--- src/rtl/vga_bram_pixel_fetch_pkg.sv ---
// ============================================================================
// Module : vga_bram_pixel_fetch_pkg
// Brief  : Shared VGA timing constants and pixel-pipeline types.
// Rev    : 1.0 - initial release
// ============================================================================
`default_nettype none

package vga_bram_pixel_fetch_pkg;

    localparam int P_WIDTH      = 11;
    localparam int H_ACT        = 640;
    localparam int H_FP         = 16;
    localparam int H_SYNC       = 96;
    localparam int H_BP         = 48;
    localparam int V_ACT        = 480;
    localparam int V_FP         = 10;
    localparam int V_SYNC       = 2;
    localparam int V_BP         = 33;
    localparam int PIX_PER_WORD = 2;
    localparam int PIX_BITS     = 12;

    // Per-pixel control bits that travel alongside the BRAM read.
    typedef struct packed {
        logic hs;
        logic vs;
        logic valid;
        logic odd;
    } pix_tag_t;

    localparam pix_tag_t TAG_RST = '{hs: 1'b1, vs: 1'b1, valid: 1'b0, odd: 1'b0};

    typedef struct packed {
        logic [3:0] r;
        logic [3:0] g;
        logic [3:0] b;
    } rgb444_t;

endpackage

`default_nettype wire

--- src/rtl/vga_delay_line.sv ---
// ============================================================================
// Module : vga_delay_line
// Brief  : Shift register of DEPTH stages with an asynchronous per-bit reset value.
// Rev    : 1.0 - initial release
// ============================================================================
`default_nettype none

module vga_delay_line #(
    parameter int               WIDTH   = 4,
    parameter int               DEPTH   = 3,
    parameter logic [WIDTH-1:0] RST_VAL = '0
) (
    input  logic             clk,
    input  logic             rst,
    input  logic [WIDTH-1:0] i_d,
    output logic [WIDTH-1:0] o_q
);

    logic [WIDTH-1:0] r_stage [DEPTH];

    always_ff @(posedge clk or posedge rst) begin
        if (rst) begin
            for (int i = 0; i < DEPTH; i++) begin
                r_stage[i] <= RST_VAL;
            end
        end else begin
            r_stage[0] <= i_d;
            for (int i = 1; i < DEPTH; i++) begin
                r_stage[i] <= r_stage[i-1];
            end
        end
    end

    assign o_q = r_stage[DEPTH-1];

endmodule

`default_nettype wire

--- src/rtl/vga_bram_pixel_fetch.sv ---
// ============================================================================
// Module : vga_bram_pixel_fetch
// Brief  : Fetches RGB444 pixel pairs from BRAM and emits latency-aligned VGA pins.
// Rev    : 1.0 - initial release
// ============================================================================
`default_nettype none

module vga_bram_pixel_fetch
    import vga_bram_pixel_fetch_pkg::*;
#(
    parameter int ADDR_W = 18,
    parameter int RD_LAT = 2
) (
    input  logic              VGA_CLK,
    input  logic              VGA_RST,
    input  logic              HS_IN,
    input  logic              VS_IN,
    input  logic              valid_in,
    input  logic [P_WIDTH-1:0] X_in,
    input  logic [P_WIDTH-1:0] Y_in,
    input  logic [ADDR_W-1:0] FB_BASE,
    output logic              BRAM_EN,
    output logic [ADDR_W-1:0] BRAM_ADDR,
    input  logic [31:0]       BRAM_DOUT,
    output logic [3:0]        VGA_R,
    output logic [3:0]        VGA_G,
    output logic [3:0]        VGA_B,
    output logic              VGA_HS,
    output logic              VGA_VS,
    output logic              frame_start
);

    logic              r_vs_d;
    logic [ADDR_W-1:0] r_base;
    logic [ADDR_W-1:0] r_offset;
    logic              r_bram_en;
    logic [ADDR_W-1:0] r_bram_addr;
    logic [11:0]       r_word_odd;
    rgb444_t           r_rgb;
    logic              r_hs;
    logic              r_vs;
    logic              w_vs_fall;
    pix_tag_t          w_tag;
    logic              w_unused;

    // Gated by reset so no spurious pulse escapes while the edge detector is forced.
    assign w_vs_fall = r_vs_d & ~VS_IN & ~VGA_RST;

    always_ff @(posedge VGA_CLK or posedge VGA_RST) begin
        if (VGA_RST) begin
            r_vs_d <= 1'b1;
            r_base <= '0;
        end else begin
            r_vs_d <= VS_IN;
            if (w_vs_fall) begin
                r_base <= FB_BASE;
            end
        end
    end

    // Counts pixel pairs within the frame; the vsync clear takes priority.
    always_ff @(posedge VGA_CLK or posedge VGA_RST) begin
        if (VGA_RST) begin
            r_offset <= '0;
        end else if (!VS_IN) begin
            r_offset <= '0;
        end else if (valid_in && X_in[0]) begin
            r_offset <= r_offset + 1'b1;
        end
    end

    always_ff @(posedge VGA_CLK or posedge VGA_RST) begin
        if (VGA_RST) begin
            r_bram_en   <= 1'b0;
            r_bram_addr <= '0;
        end else begin
            r_bram_en   <= valid_in & ~X_in[0];
            r_bram_addr <= r_base + r_offset;
        end
    end

    vga_delay_line #(
        .WIDTH   (4),
        .DEPTH   (RD_LAT + 1),
        .RST_VAL (TAG_RST)
    ) u_tag_dly (
        .clk (VGA_CLK),
        .rst (VGA_RST),
        .i_d ({HS_IN, VS_IN, valid_in, X_in[0]}),
        .o_q (w_tag)
    );

    // Only the odd half is ever reused later, so only that half is kept.
    always_ff @(posedge VGA_CLK or posedge VGA_RST) begin
        if (VGA_RST) begin
            r_word_odd <= '0;
        end else if (w_tag.valid && !w_tag.odd) begin
            r_word_odd <= BRAM_DOUT[27:16];
        end
    end

    always_ff @(posedge VGA_CLK or posedge VGA_RST) begin
        if (VGA_RST) begin
            r_rgb <= '0;
            r_hs  <= 1'b1;
            r_vs  <= 1'b1;
        end else begin
            r_hs <= w_tag.hs;
            r_vs <= w_tag.vs;
            if (!w_tag.valid) begin
                r_rgb <= '0;
            end else if (!w_tag.odd) begin
                r_rgb <= BRAM_DOUT[11:0];
            end else begin
                r_rgb <= r_word_odd;
            end
        end
    end

    assign BRAM_EN     = r_bram_en;
    assign BRAM_ADDR   = r_bram_addr;
    assign VGA_R       = r_rgb.r;
    assign VGA_G       = r_rgb.g;
    assign VGA_B       = r_rgb.b;
    assign VGA_HS      = r_hs;
    assign VGA_VS      = r_vs;
    assign frame_start = w_vs_fall;

    assign w_unused = ^{Y_in, X_in[P_WIDTH-1:1], BRAM_DOUT[31:28], BRAM_DOUT[15:12]};

endmodule

`default_nettype wire

--- config.mk ---
export PLATFORM = sky130hd
export DESIGN_NAME = vga_bram_pixel_fetch
export DESIGN_NICKNAME = d
export VERILOG_FILES = /design/src/rtl/vga_bram_pixel_fetch_pkg.sv /design/src/rtl/vga_delay_line.sv /design/src/rtl/vga_bram_pixel_fetch.sv
export SDC_FILE = /design/constraint.sdc
export NUM_CORES = 1
export LEC_CHECK = 0
export ABC_CLOCK_PERIOD_IN_PS = 2800
export CAP_MARGIN = 10
export CORE_ASPECT_RATIO = 1.1
export CORE_MARGIN = 4
export CORE_UTILIZATION = 35
export DETAILED_ROUTE_END_ITERATION = 6
export SYNTH_ARGS = -nofsm -noshare
export SYNTH_HDL_FRONTEND = slang
export SYNTH_SLANG_ARGS = --single-unit
--- constraint.sdc ---
create_clock -name VGA_CLK -period 2.8 [get_ports VGA_CLK]
set_input_delay 0.56 -clock VGA_CLK [delete_from_list [all_inputs] [get_ports VGA_CLK]]
set_output_delay 0.56 -clock VGA_CLK [all_outputs]
set_load 0.05 [all_outputs]
# Word level (Yosys, flattened, before mapping)
# Index checks and enable logic that the tools add are counted.
# totals
register_bits,94
in_bits,77
wordCells,30
output_inout_bits,34
# classes
n_mux,4
reduce_logical,3
bitwise_logic,6
n_eq_ne,1
n_addsub,2
# op_table
operator,n
18-bit 2-to-1 mux,2
12-bit 2-to-1 mux,2
18-bit by 1-bit adder with 18-bit output (second input constant),1
18-bit adder,1
1-bit AND,3
1-bit inverter,3
1-bit logical AND,2
2-bit by 1-bit != test with 1-bit output (second input constant),1
1-bit zero test,1

# Depth between registers and ports, before layout
# Gate-level depths: netlist (run 1).
# logic_depth
word_depth,3
mapped_depth,8
depth_no_buf,8

# Modules after synthesis
# Synthesis (run 1) repeated with hierarchy kept, for this count alone.
# unflattened
hier_cells,363
hier_area_um2,4371.7
# modules_own_cells
mod,n_inst,area_per_inst_um2,cells_per_inst,seq_area_each_um2
vga_bram_pixel_fetch,1,4030.1,346,2055.7
vga_delay_line,1,341.6,17,307.8

# Least setup slack after synthesis (run 1)
# Ideal clock, no wire load.
# synth_path
path_kind,input -> output
start,input port VS_IN
end,output port frame_start
stages,2
arrival_time_ns,1.469
slack_ns,0.771
path_buffers,1
required_time_ns,2.240
path_cell_list,nor3b_1 -> clkbuf_1
# synth_between
elab_chain_len,3
# synth_rtl
element,line,text
"start, declared",vga_bram_pixel_fetch.sv:17,"input logic VS_IN,"
1-bit inverter,vga_bram_pixel_fetch.sv:47,assign w_vs_fall = r_vs_d & ~VS_IN & ~VGA_RST;
1-bit AND (2 in a row),vga_bram_pixel_fetch.sv:47,
"end, declared",vga_bram_pixel_fetch.sv:30,output logic frame_start
# No other way between the ends.

# Final worst setup path (run 1)
# layout_path
start,register r_offset[0]
end,register r_bram_addr[12] (netlist: BRAM_ADDR[12])
# layout_between
elab_chain_len,1
# layout_rtl
element,line,text
"start, declared",vga_bram_pixel_fetch.sv:35,logic [ADDR_W-1:0] r_offset;
"start signal, assigned",vga_bram_pixel_fetch.sv:68,r_offset <= r_offset + 1'b1;
18-bit adder,vga_bram_pixel_fetch.sv:78,r_bram_addr <= r_base + r_offset;
"end signal, assigned",vga_bram_pixel_fetch.sv:78,
"end, declared",vga_bram_pixel_fetch.sv:37,logic [ADDR_W-1:0] r_bram_addr;
# No other way between the ends.
# A chain may end at the register's enable or synchronous reset.

==> impl_metrics.csv, run 1 <==
group,metric,value,unit
floorplan,core_area,0.01198,mm²
timing,hold-worst-slack,0.3520,ns
logic_synthesis,synth_edf_count,0,
layout,drive_above_1_share,0.1545,
floorplan,row_count,42,
logic_synthesis,ys_async_sr_fraction,1.000,
place,placedCellCount,591,
logic_synthesis,yosys.area.top_type_share,0.4974,
hold_path,worstHoldEndpoint,"u_tag_dly.r_stage[5]$_DFF_PP0_",
grt,antenna_found_initial,0,
place,dp_slack,0.4869,ns
floorplan,num_io_pins,111,
layout,fin_util,0.4717,
layout,diodes,0,
logic_synthesis,synth_seq_cells,93,
logic_synthesis,yosys_warnings,0,
logic_synthesis,yosys.area.top_type,"dfrtp_1",
layout,fin_cells,607,
setup_path,cp-start-kind,"register",
cts,cts.repair.resized,0,
timing,tightest_slew,0.5326,ns
grt,grt_pass1_wl,14610,µm
cts,clk_path_buf_depth,2,
routing,dr.pass1.iters,4,
cts,clock_latency,0.34,ns
cts,cts-root-buf,"clkbuf_16",
setup_path,worstReg2RegEnd,"BRAM_ADDR[12]$_DFF_PP0_",
grt,track_usage,0.1324,
timing,slew_headroom,0.6438,
routing,ant_nets,0,
layout,fin_nets,544,
setup_path,end_kind,"register",
logic_synthesis,synthTopCellsByArea,"dfrtp_1 50%, mux2_2 7.6%, ha_1 5.3%",
setup_path,reg2reg_depth,8,
hold_path,min_path_type,"reg -> reg",
setup_path,worstReg2RegStart,"r_offset[0]$_DFFE_PP0P_",
logic_synthesis,dominantRegCellSynth,"dfrtp_1",
layout,syn_to_final_growth,32.15,%
routing,via_per_inst,4.804,
floorplan,initial_core_util,0.3569,
hold_path,hold_start,"u_tag_dly.r_stage[9]$_DFF_PP0_",
setup_path,worstPathArrival,2.56,ns
setup_path,path_class,"reg -> reg",
logic_synthesis,syn_avg_cell_area,12.01,µm²
pwr,power.ir.vdd_worst,0.0002357,V
routing,drc,0,
timing,period_needed,2.315,ns
logic_synthesis,syn-num-nets,452,
setup_path,crit_top_cell,"a21oi_1",
run_status,status,"completed",
grt,gr-total-overflow,0,
timing,fmax,432.0,MHz
routing,drt_wl_total,8757,µm
cts,h-tree-depth,3,
routing,drtIter0Drc,103,
logic_synthesis,synthDistinctLibCells,45,
setup_path,crit_path_max_incr_delay,0.41,ns
timing,hold_violations,0,
layout,final_area,0.005652,mm²
setup_path,path_cells,"ha_1, inv_1, fa_1, nand2b_1, a21oi_1, a21oi_1, o2111a_1, nor3_1",
timing,drv_slew,0,
timing,finalCritPeriodShare,0.8268,
hold_path,hold-path-cell-count,0,
timing,finClkSkew,0.008896,ns
setup_path,worstPathRequired,3.04,ns
setup_path,crit_fanout,5,
logic_synthesis,netlist_instances,356,
routing,vias,2916,
setup_path,ff2ff_setup_slack,0.49,ns
pwr,total_power,3.669,mW
timing,fin_setup_tns,0,ns
logic_synthesis,synth_most_common_cell,"dfrtp_1",
floorplan,dieArea,0.01405,mm²
place,port_buffers,81,
timing,setup_ws,0.4851,ns
pwr,power_density,649.2,mW/mm²
place,place.gp.congestion,0.7839,
place,hpwlAfterDp,6790,µm
flow_run,cap_violations,0,
cts,cts_tree,"done",
timing,finalSetupViolCount,0,
logic_synthesis,synth_area,0.004277,mm²
grt,grt_pass1_vias,3038,
logic_synthesis,yosysSeqAreaShare,0.5465,
timing,rsz0062_at_grt,"no",
cts,cts_setup_buffers,0,
routing,routedWlPerCell,14.43,µm
cts,cts_buffers,9,
logic_synthesis,synth_common_cells,"85 x dfrtp_1, 29 x mux2_2, 21 x nand2_1",
cts,cts.reportedPaths.clkPinSlew,0.06,ns
grt,grt_max_degree,77,
place,placed_area,0.005344,mm²
pwr,power.leakage,2.483,nW
cts,ctsHoldBuffers,0,
cts,clock_sinks,93,
floorplan,die_x,113.4,µm
setup_path,crit_slowest_cell,"dfrtp_1",
floorplan,chipHeight,123.9,µm
worst max-delay path: cells and delay by family, from the launching register on:
family,cells,cell delay (ns)
DFF,1,0.41
AOI/OAI and AO/OA,3,0.72
adders and majority gates,2,0.65
and+or+nand+nor,2,0.36
buffers and inverters,1,0.07
sequential cells by signal, summed over array words and instances, names as in the netlist:
name and cells:
r_word_odd 12, VGA_R 4, r_offset 18, VGA_HS 1, VGA_B 4, VGA_VS 1, BRAM_ADDR 18, r_base 18
BRAM_EN 1, u_tag_dly.r_stage 8, u_tag_dly.o_q 4, VGA_G 4
where the power goes:
| part | total, mW | internal (mW) | switching [mW] |
|---|---|---|---|
| registers | 1.58 | 1.51 | 0.0728 |
| clock network | 1.22 | 0.722 | 0.501 |
| logic | 0.868 | 0.354 | 0.514 |
| total | 3.67 | 2.58 | 1.09 |
worst max path at each step:
stage / startpoint / to / cells past startpoint
after floorplan: VS_IN / frame_start / 2
after global placement: r_offset[0]$_DFFE_PP0P_ / BRAM_ADDR[16]$_DFF_PP0_ / 8
after detailed placement: r_offset[0]$_DFFE_PP0P_ / BRAM_ADDR[16]$_DFF_PP0_ / 8
after CTS: r_offset[0]$_DFFE_PP0P_ / BRAM_ADDR[16]$_DFF_PP0_ / 8
final: r_offset[0]$_DFFE_PP0P_ / BRAM_ADDR[12]$_DFF_PP0_ / 8
after global routing: r_offset[0]$_DFFE_PP0P_ / BRAM_ADDR[16]$_DFF_PP0_ / 8
placed cells by master (no fill, tap or decap), types with 3 or more instances in the layout:
cell and instances:
clkbuf_16 9, mux2i_1 15, nor2b_1 18, xor2_1 13, mux2_2 29, o21ai_0 11, and2_1 13, ha_1 18
inv_1 9, clkdlybuf4s50_1 80, nand3_1 12, a21oi_1 16, a21o_1 4, nand4_1 5, nor2_1 13, dfstp_2 8
xnor2_1 17, dfrtp_1 85, a21boi_0 3, buf_4 8, nor3_1 3, nand2b_1 3, nand2_1 21
area by class of cell:
| cell class | instances | area, µm² |
|---|---|---|
| fillers | 1116 | 6330 |
| flip-flops and latches | 93 | 2337 |
| multi-input cells | 244 | 1872 |
| repair buffers | 90 | 900.9 |
| clock buffers | 10 | 239.0 |
| well taps | 154 | 192.7 |
| clock inverters | 6 | 68.82 |
| inverters | 10 | 41.29 |
metal layers:
layer / up-vias / wire length [µm] / part of all wire / global-route usage
li1: 1432 / - / - / -
met1: 1409 / 3887 / 0.44 / 0.1634
met2: 63 / 4305 / 0.49 / 0.2233
met3: 12 / 364 / 0.042 / 0.02624
met4: 0 / 200 / 0.023 / 0.06386
met5: - / 0 / 0 / 0
cells by family (layout without fill, tap and decap cells):
group,Yosys count,in the layout,synth area share
DFF,93,93,0.5465
xor gates and xnor gates,30,30,0.06144
AOI/OAI and AO/OA,54,54,0.08572
muxes,44,44,0.1115
adders and majority gates,19,19,0.05734
buffers and inverters,19,116,0.01697
and+or+nand+nor,97,97,0.1205
Power figures use the tool's default switching activity.
==> inputs of run 2 (changes only) <==
- ABC_CLOCK_PERIOD_IN_PS: 2800 -> 2200
- clock period: 2.8 -> 2.2 ns (I/O delays scaled with it)
==> run 2 against run 1 <==
  * Clock skew up 0.0021 ns
  * Cell count up 1.8%
  * Largest cell class unchanged
  * Sequential share of layout area decreased by 0.86 points
  * Sequential power rose by 27%
  * Die area did not move
==> impl_metrics.csv, run 2 (same netlist as run 1, synthesis figures left out) <==
group,metric,value,unit
setup_path,reg2reg_depth,7,
cts,cts_buffers,9,
cts,clk_path_buf_depth,2,
floorplan,die_x,113.4,µm
setup_path,path_cells,"clkdlybuf4s50_1",
routing,ant_nets,0,
setup_path,worst-path-stages,1,
cts,cts_setup_buffers,0,
place,place.gp.congestion,0.7881,
timing,finalCritPeriodShare,0.9548,
pwr,power_density,818.6,mW/mm²
floorplan,chipHeight,123.9,µm
cts,h-tree-depth,3,
setup_path,crit_slowest_cell,"clkdlybuf4s50_1",
setup_path,crit_path_max_incr_delay,0.81,ns
cts,clock_latency,0.34,ns
setup_path,path_delay_family,"buffers and inverters",
timing,finalSetupViolCount,0,
routing,drtIter0Drc,103,
place,dp_slack,0.05815,ns
layout,drive_above_1_share,0.1875,
run_status,status,"completed",
floorplan,initial_core_util,0.3569,
layout,diodes,0,
setup_path,critPathBufInv,1,
cts,cts.reportedPaths.clkPinSlew,0.07,ns
setup_path,crit_fanout,1,
grt,grt_pass1_wl,15550,µm
place,port_buffers,81,
routing,routedWlPerCell,14.58,µm
layout,syn_to_final_growth,34.96,%
layout,final_cell_mix,"85 x dfrtp_1, 80 x clkdlybuf4s50_1, 29 x mux2_2, 21 x nand2_1, 19 x buf_4",
floorplan,num_io_pins,111,
setup_path,end_kind,"output port",
layout,fin_nets,555,
routing,vias,2963,
floorplan,dieArea,0.01405,mm²
hold_path,min_path_type,"reg -> reg",
routing,drt_wl_total,9011,µm
timing,fmax,476.0,MHz
grt,grt_max_degree,94,
setup_path,worstPathRequired,1.76,ns
cts,cts-root-buf,"clkbuf_16",
setup_path,path_class,"reg -> out",
timing,rsz0062_at_grt,"yes",
timing,period_needed,2.101,ns
hold_path,hold-path-cell-count,0,
pwr,power.ir.vdd_worst,0.0003748,V
timing,drv_slew,0,
timing,hold_violations,0,
layout,layout_commonest_cell,"dfrtp_1",
layout,fin_cells,618,
layout,fill_cells,1140,
grt,antenna_found_initial,0,
routing,drc,0,
setup_path,cp-start-kind,"register",
timing,tightest_slew,0.5453,ns
timing,finClkSkew,0.01104,ns
place,hpwlAfterDp,6874,µm
grt,track_usage,0.1404,
cts,clock_sinks,93,
floorplan,core_area,0.01198,mm²
floorplan,row_count,42,
grt,gr-total-overflow,0,
routing,dr.pass1.iters,4,
cts,cts_tree,"done",
timing,hold-worst-slack,0.3569,ns
timing,setup_ws,0.09934,ns
pwr,power.leakage,2.547,nW
grt,grt_pass1_vias,3151,
routing,via_per_inst,4.794,
timing,slew_headroom,0.6365,
flow_run,cap_violations,0,
pwr,total_power,4.725,mW
setup_path,worstPathArrival,1.66,ns
place,placedCellCount,602,
layout,fin_util,0.4817,
run 2: cell count changes in the layout (fill, tap and decap cells not counted), sizes merged:
cell    change
buf        +11
clkinv      -1
clkbuf      +2
inv         -1
run 2: cell type report:
cell class / count / area [µm²] / area share
clock inverter: 4 / 55.05 / 0.009538
sequential: 93 / 2337 / 0.4049
multi-input combinational: 244 / 1906 / 0.3302
timing repair buffer: 101 / 983.4 / 0.1704
tap: 154 / 192.7 / 0.03338
inverter: 10 / 41.29 / 0.007154
clock buffer: 12 / 256.5 / 0.04444
run 2: repair_timing:
item	4_1_cts	5_1_grt
resized for setup	0	8
hold buffers	0	0
setup endpoints to repair	0	5
hold endpoints to repair	0	0
run 2: worst paths after layout:
check	startpoint	to	slack (ns)
setup / recovery	VGA_VS$_DFF_PP1_	VGA_VS	0.1
hold / removal	u_tag_dly.r_stage[7]$_DFF_PP1_	u_tag_dly.o_q[3]$_DFF_PP1_	0.36
setup reg to reg	r_base[9]$_DFFE_PP0P_	BRAM_ADDR[14]$_DFF_PP0_	0.14
hold reg to reg	u_tag_dly.r_stage[7]$_DFF_PP1_	u_tag_dly.o_q[3]$_DFF_PP1_	0.36
max in group asynchronous	VGA_RST	u_tag_dly.r_stage[11]$_DFF_PP1_	1.15
min in group asynchronous	VGA_RST	r_offset[3]$_DFFE_PP0P_	0.58
run 2: stage by stage:
| step | TNS (ns) | instance area [µm²] |
|---|---|---|
| finish | 0 | 5772 |
| global route | -0.004982 | 5772 |
| CTS | 0 | 5738 |
| detailed placement | 0 | 5426 |
| global placement | 0 | 5426 |
| floorplan | 0 | 4280 |
run 2: routing by layer:
| metal | share of wire | vias up | track usage | wire (µm) |
|---|---|---|---|---|
| li1 | - | 1456 | - | - |
| met1 | 0.44 | 1431 | 0.1746 | 3925 |
| met2 | 0.50 | 66 | 0.2400 | 4525 |
| met3 | 0.047 | 10 | 0.03353 | 421 |
| met4 | 0.015 | 0 | 0.04959 | 138 |
| met5 | 0 | - | 0 | 0 |
run 2: power breakdown:
group          switching [mW]  internal [mW]  total (mW)
registers              0.0905           1.92        2.01
logic                   0.670          0.475        1.14
clock network           0.625          0.949        1.57
==> inputs of run 3 (changes only) <==
- CAP_MARGIN: 10 -> 20
==> results of run 3 <==
Same layout as run 2: the final DEF is identical, and so are final timing and power.
